<file path="src/rtl/vm_pkg.sv">
// vm_pkg: shared coin denominations, state encoding and value lookup for the money accumulator.
package vm_pkg;
  localparam int DENOM_1 = 0;
  localparam int DENOM_5 = 1;
  localparam int DENOM_10 = 2;
  localparam int DENOM_20 = 3;
  localparam int NUM_KNOWN = 4;
  localparam int DENOM_VAL [NUM_KNOWN] = '{1, 5, 10, 20};
  typedef enum logic {IDLE, DISPENSE} state_t;
  // Selects outside the configured or known set are worth nothing.
  function automatic int denom_val(int sel, int num);
    return (sel >= 0 && sel < num && sel < NUM_KNOWN) ? DENOM_VAL[sel] : 0;
  endfunction
endpackage

</file>
<file path="src/rtl/change_selector.sv">
// change_selector: greedy pick of the largest denomination not exceeding the credit.
module change_selector
  import vm_pkg::*;
#(
  parameter int CREDIT_W = 8,
  parameter int NUM_DENOM = 4,
  parameter int SEL_W = $clog2(NUM_DENOM)
) (
  input  logic [CREDIT_W-1:0] credit,
  output logic [SEL_W-1:0]    sel,
  output logic [CREDIT_W-1:0] value
);
  always_comb begin
    sel = '0;
    value = '0;
    for (int i = 0; i < NUM_DENOM; i++)
      if (denom_val(i, NUM_DENOM) != 0 && CREDIT_W'(denom_val(i, NUM_DENOM)) <= credit) begin
        sel = SEL_W'(i);
        value = CREDIT_W'(denom_val(i, NUM_DENOM));
      end
  end
endmodule

</file>
<file path="src/rtl/money_accumulator.sv">
// money_accumulator: coin credit register with purchase settlement and greedy change payout.
// Define AUTO_CHANGE_EN to pay out the remainder of a successful purchase automatically.
module money_accumulator
  import vm_pkg::*;
#(
  parameter int CREDIT_W = 8,
  parameter int MAX_CREDIT = 200,
  parameter int NUM_DENOM = 4,
  parameter int SEL_W = $clog2(NUM_DENOM)
) (
  input  logic                clk_i,
  input  logic                rst_i,
  input  logic                coin_valid_i,
  input  logic [SEL_W-1:0]    coin_sel_i,
  output logic                coin_ready_o,
  output logic                coin_reject_o,
  input  logic [CREDIT_W-1:0] price_i,
  input  logic                buy_req_i,
  output logic                buy_ack_o,
  output logic                buy_fail_o,
  input  logic                refund_req_i,
  output logic                change_valid_o,
  output logic [SEL_W-1:0]    change_sel_o,
  input  logic                change_ready_i,
  output logic                busy_o,
  output logic [CREDIT_W-1:0] credit_o
);
  state_t state, state_n;
  logic [CREDIT_W-1:0] credit, credit_n, chg_val, coin_val;
  logic [SEL_W-1:0] chg_sel;
  logic [CREDIT_W:0] coin_sum;
  logic rej_n, ack_n, fail_n;

  change_selector #(.CREDIT_W(CREDIT_W), .NUM_DENOM(NUM_DENOM), .SEL_W(SEL_W)) u_sel (
    .credit(credit),
    .sel(chg_sel),
    .value(chg_val)
  );

  assign coin_val = CREDIT_W'(denom_val(int'(coin_sel_i), NUM_DENOM));
  assign coin_sum = {1'b0, credit} + {1'b0, coin_val};
  assign coin_ready_o = state == IDLE;
  assign busy_o = state == DISPENSE;
  assign change_valid_o = busy_o;
  assign change_sel_o = busy_o ? chg_sel : '0;
  assign credit_o = credit;

  always_comb begin
    state_n = state;
    credit_n = credit;
    rej_n = 1'b0;
    ack_n = 1'b0;
    fail_n = 1'b0;
    if (state == DISPENSE) begin
      if (change_ready_i) begin
        credit_n = credit - chg_val;
        state_n = (credit_n == '0) ? IDLE : DISPENSE;
      end
    end else if (refund_req_i) begin
      state_n = (credit != '0) ? DISPENSE : IDLE;
    end else if (buy_req_i) begin
      if (credit >= price_i) begin
        credit_n = credit - price_i;
        ack_n = 1'b1;
`ifdef AUTO_CHANGE_EN
        state_n = (credit_n != '0) ? DISPENSE : IDLE;
`else
        state_n = IDLE;
`endif
      end else fail_n = 1'b1;
    end else if (coin_valid_i) begin
      // Sum is one bit wider so an overflowing coin cannot wrap past the guard.
      if (coin_sum <= (CREDIT_W+1)'(MAX_CREDIT)) credit_n = coin_sum[CREDIT_W-1:0];
      else rej_n = 1'b1;
    end
  end

  always_ff @(posedge clk_i) begin
    if (rst_i) begin
      state <= IDLE;
      credit <= '0;
      coin_reject_o <= 1'b0;
      buy_ack_o <= 1'b0;
      buy_fail_o <= 1'b0;
    end else begin
      state <= state_n;
      credit <= credit_n;
      coin_reject_o <= rej_n;
      buy_ack_o <= ack_n;
      buy_fail_o <= fail_n;
    end
  end
endmodule

</file>
<file path="config.mk">
export PLATFORM = sky130hd
export DESIGN_NAME = money_accumulator
export DESIGN_NICKNAME = d
export VERILOG_FILES = /design/src/rtl/vm_pkg.sv /design/src/rtl/change_selector.sv /design/src/rtl/money_accumulator.sv
export SDC_FILE = /design/constraint.sdc
export NUM_CORES = 1
export LEC_CHECK = 0
export ABC_AREA = 1
export BUFFER_PORTS_ARGS = -buffer_cell sky130_fd_sc_hd__clkbuf_2
export CAP_MARGIN = 20
export CORE_ASPECT_RATIO = 0.9
export CORE_MARGIN = 3
export CORE_UTILIZATION = 40
export CTS_CLUSTER_SIZE = 14
export DETAILED_ROUTE_END_ITERATION = 10
export GPL_TIMING_DRIVEN = 0
export SETUP_SLACK_MARGIN = 0.5
export SKIP_CTS_REPAIR_TIMING = 1
export SLEW_MARGIN = 20
export SYNTH_ARGS = -nofsm -noshare
export SYNTH_HDL_FRONTEND = slang
export SYNTH_SLANG_ARGS = --single-unit
</file>
<file path="constraint.sdc">
create_clock -name clk_i -period 3.1 [get_ports clk_i]
set_input_delay 0.465 -clock clk_i [delete_from_list [all_inputs] [get_ports clk_i]]
set_output_delay 0.465 -clock clk_i [all_outputs]
set_load 0.02 [all_outputs]
</file>
Word-level counts from Yosys, hierarchy flattened
Index checks and enable logic that the tools add are counted.
W data, S select, Z words.
- add/subtract/negate cells: 3
- multipliers: 0
- div/mod/pow operators: 0
- magnitude comparators: 7
- equality and inequality tests: 3
- shifts and indexed selects: 0
- multiplexer cells: 26
- bitwise gates (word level): 4
- reduce and logical (&&, ||, !) cells: 7
- operators by type and width (operator ; count):
    $mux W8 ; 12
    $bmux W32 S2 ; 1
    $ge A32 B3 Y1 const B ; 1
    $not A2 Y32 ; 1
    $sub A8 B8 Y8 ; 2
    $mux W1 ; 10
    $add A8 B8 Y9 ; 1
    $le A9 B8 Y1 const B ; 1
    $ge A8 B8 Y1 ; 1
    $le A1 B8 Y1 const A ; 1
    $le A3 B8 Y1 const A ; 1
    $le A4 B8 Y1 const A ; 1
    $le A5 B8 Y1 const A ; 1
    $logic_not A8 Y1 ; 1
    $reduce_bool A8 Y1 ; 1
    $mux W2 ; 3
    $reduce_bool A3 Y1 ; 2
    $reduce_and A5 Y1 ; 1
    $reduce_or A5 Y1 ; 1
    $reduce_or A4 Y1 ; 1
    $ne A3 B1 Y1 const B ; 1
    $not A1 Y1 ; 3
    $ne A2 B1 Y1 const B ; 1
    $ne A2 B2 Y1 const B ; 1
- register bits: 12
- bits in latches: 0
- memory bits (writable): 0
- ROM bits: 0
- input port bits: 16
- output and inout bits: 16
- word-level logic and storage cells: 55
- memories: 0

Depth between registers and ports, before layout
- depth in word-level cells: 11
- depth in mapped cells: 19
- gate-level depth less buffers: 18

Cells and area by module
From an unflattened synthesis, not the netlist that was laid out.
- cell total of the unflattened synthesis: 330
- area total of the unflattened synthesis: 2009.4 um2
- modules (own cells, without submodules) (module ; instances ; cells each ; area each (um2) ; sequential area each (um2)):
    money_accumulator ; 1 ; 302 ; 1850.5 ; 240.2
    change_selector ; 1 ; 28 ; 158.9 ; 0.0

Least setup slack after synthesis
No wires, ideal clock.
- path type: register -> register
- start point: register credit[5] (netlist: credit_o[5])
- end point: register credit[6] (netlist: credit_o[6])
- arrival: 2.533 ns
- setup slack: 0.451 ns
- cell stages (with the launch flop): 19
- buffers on the path: 1
- clock period less this slack: 2.649 ns
- path through: dfxtp_1 -> buf_4 -> nor3_1 -> inv_1 -> nor2_1 -> o21ai_0 -> nor2_1 -> ha_1 -> inv_1 -> fa_1 -> nand3_1 -> nand3_1 -> a21oi_1 -> xor2_1 -> nor2_1 -> a21oi_1 -> nand3_1 -> nand2_1 -> nor2_1
- word-level cells in the longest chain between the ends: 8
- elaborated cells between the ends (all ways): 23
- classes of those cells: add/sub (3); order compare (6); eq/ne (1); mux (11); reduce/logical (2)
- RTL lines (element ; RTL line ; text):
    start, declared ; money_accumulator.sv:29 ; logic [CREDIT_W-1:0] credit, credit_n, chg_val, coin_val;
    start signal, assigned ; money_accumulator.sv:87 ; credit <= credit_n;
    $le A1 B8 Y1 ; change_selector.sv:17 ; if (denom_val(i, NUM_DENOM) != 0 && CREDIT_W'(denom_val(i, NUM_DENOM)) <= credit) begin
    $mux W1 ; change_selector.sv:17 ;
    $mux W8 (3 in series) ; change_selector.sv:17 ;
    $sub A8 B8 Y8 ; money_accumulator.sv:56 ; credit_n = credit - chg_val;
    $mux W8 ; money_accumulator.sv:55 ; if (change_ready_i) begin
    $mux W8 ; money_accumulator.sv:54 ; if (state == DISPENSE) begin
Parallel ways exist; a longest one is shown, timed or not. The select of a mux whose other input is x is not followed.
A chain may end at the register's enable or synchronous reset.

Worst setup path after layout
Same ends and word-level chain as after synthesis.

==> impl_metrics.toml <==
[yosys]
netlist_top_cells_count = "nand2_1, inv_1, nand3_1, nor2_1, a21oi_1"
synth-seq-cells = 12
synth_cells = 292
syn_area_sq_um = 1750
syn_nets = 329
synth.most_common_cell = "nand2_1"
netlist.area_leader.share_pct = 15.0
syn_area_per_cell_sq_um = 5.99
synth.largest_area_cell = "nand2_1"
yosysWarnings = 0
synth_edf_count = 0
yosysSeqAreaShare_pct = 13.7
synth.area.top_cells = "nand2_1, dfxtp_1, ha_1"
synth_flop_cell = "dfxtp_1"
synth_async_sr_flop_share_pct = 0
ys_types = 33

[clock_network]
cts_tree = "built"
clock-sinks = 12
cts_buffers = 3
clk_pin_slew_ns = 0.06
cts_htree_levels = 1
cts_buffer_depth = 2
insertion_delay_ns = 0.25
clock-root-buffer = "clkbuf_8"

[sta]
final.setup.tns_ns = 0
hold_viol_final = 0
slew_viol_final = 0
finClkSkew_ns = 0.00380
fin_crit_sh_pct = 84.7
worstMarginPinSlew_ns = 0.494
rsz0062_at_grt = "yes"
max_slew_margin_pct = 67.1
finalSetupViolations = 0
fmaxAchievable_mhz = 381
min_period_ns = 2.63

[layout]
fin_util_pct = 52.9
drive_gt1_share_pct = 27.3
multiInputGateArea_sq_um = 1370
fill_cells = 468
num_antenna_cells = 0
nets = 371
stdcell_count = 393
seqCellArea_sq_um = 253
synthToLayoutAreaGrowth_pct = 25.9

[route]
drc = 0
via_per_inst = 4.93
ant_nets = 0
num_vias = 1937
dr.pass1.iters = 4
drt-initial-drc-count = 62
wirelength_mm = 5.11
wl_per_cell_um = 13.0

[worst_hold_path]
hold_class = "input port to register"

[die]
die_x_um = 75.7
die_area_sq_um = 5200
core-area_sq_um = 4160
die_h_um = 68.7
start_util_pct = 42.1
rows = 22
pin_count = 32

[critical_path]
cp-start-kind = "register"
crit_family = "simple AND/OR/NAND/NOR gates"
path_buf_inv = 3
max_stage_delay_ns = 0.36
crit_required_ns = 3.24
arrival_ns = 2.77
end_kind = "register"
cpMostUsedCell = "nor2_1"
path_cells = "buf_8 -> nor3_2 -> inv_1 -> nor2_2 -> o21ai_2 -> nor2_1 -> ha_2 -> inv_2 -> fa_2 -> nand3_2 -> nand3_2 -> a21oi_2 -> xor2_1 -> nor2_1 -> a21oi_1 -> nand3_1 -> nand2_1 -> nor2_1"
crit_path_max_fanout = 3
worst_path_max_delay_cell = "dfxtp_4"
path_class = "register to register"

[place]
placed_cells = 382
dp_hpwl_mm = 4.01
finalWeightedCongestion = 0.893
port_buffers = 30

[outcome]
status = "finished clean"

[global_route]
grt_pass1_vias = 1716
antenna_found_initial = 0
grt_max_degree = 11
grt_use_total_pct = 20.3
grt-ovfl-total = 0
grt_pass1_wl_mm = 7.98

[pwr]
power_density_nw_per_um2 = 768
worst_ir_drop_vdd_mv = 0.421
leakage_nw = 1.21

[run]
maxCapViolations = 0
## layer usage
layer	part of all wire [%]	track usage, %	vias up
li1	-	-	1029
met1	49	27.7	857
met2	45	34.2	44
met3	4.8	3.04	7
met4	1.0	3.49	0
met5	0	0	-
## worst register-to-register path: cells and delay by family (launching register included)
kind                       cells  cell delay [ns]
buffers and inverters          3             0.26
and+or+nand+nor                9             0.74
DFF                            1             0.36
adders and majority gates      2             0.54
xor gates and xnor gates       1             0.19
AOI/OAI and AO/OA              3             0.42
## worst paths after layout
kind | start | endpoint | slack [ns] | cells after the start
min | rst_i | buy_fail_o | 0.40 | 2
max reg2reg | credit_o[5] | credit_o[6] | 0.47 | 18
max | credit_o[5] | credit_o[6] | 0.47 | 18
min reg2reg | credit_o[6] | credit_o[6] | 0.59 | 2
## layout make-up
class                      count  share of cell area, %
sequential                    12                   11.5
tap                           60                   3.41
clock buffer                   4                   2.50
inverter                      48                   8.19
multi-input combinational    223                   62.3
buffer                         9                   2.73
timing repair buffer          37                   9.38
## cell usage in the layout (no fill, tap or decap), drive strengths merged
cell	count
nand2	76
a31oi	2
xor2	5
and3	1
or2	2
nand3	32
xnor2	3
fa	3
nand3b	3
nor2	31
o21ai	8
nor4	1
nand4	10
buf	13
a21oi	20
inv	48
nor3	3
dfxtp	12
o211ai	2
clkbuf	37
o31ai	1
o21bai	1
and2	1
ha	18
## flip-flops by register name, summed over array words and instances (netlist names)
register       flops
credit_o           8
busy_o             1
buy_ack_o          1
buy_fail_o         1
coin_reject_o      1
## logic make-up after synthesis
group,Yosys count,share of synthesized area (%)
and+or+nand+nor,160,41.9
DFF,12,13.7
buffers and inverters,57,13.3
xor gates and xnor gates,8,4.01
AOI/OAI and AO/OA,34,10.7
adders and majority gates,21,16.3
## through the flow
step	area, sq um	worst slack [ns]	hold WS (ns)	power, mW
2_1_floorplan	1750	0.502	0.543	1.01
3_3_place_gp	1980	0.281	0.595	1.25
3_5_place_dp	1980	0.220	0.599	1.25
4_1_cts	2030	0.214	0.399	1.44
5_1_grt	2200	0.286	0.411	1.84
6_report	2200	0.473	0.401	1.69
## power by group
part           switching, mW  total (mW)  internal [mW]
Clock                 0.0629       0.175          0.113
Combinational          0.747        1.27          0.520
Sequential            0.0611       0.247          0.186
(Power assumes the default switching activity.)
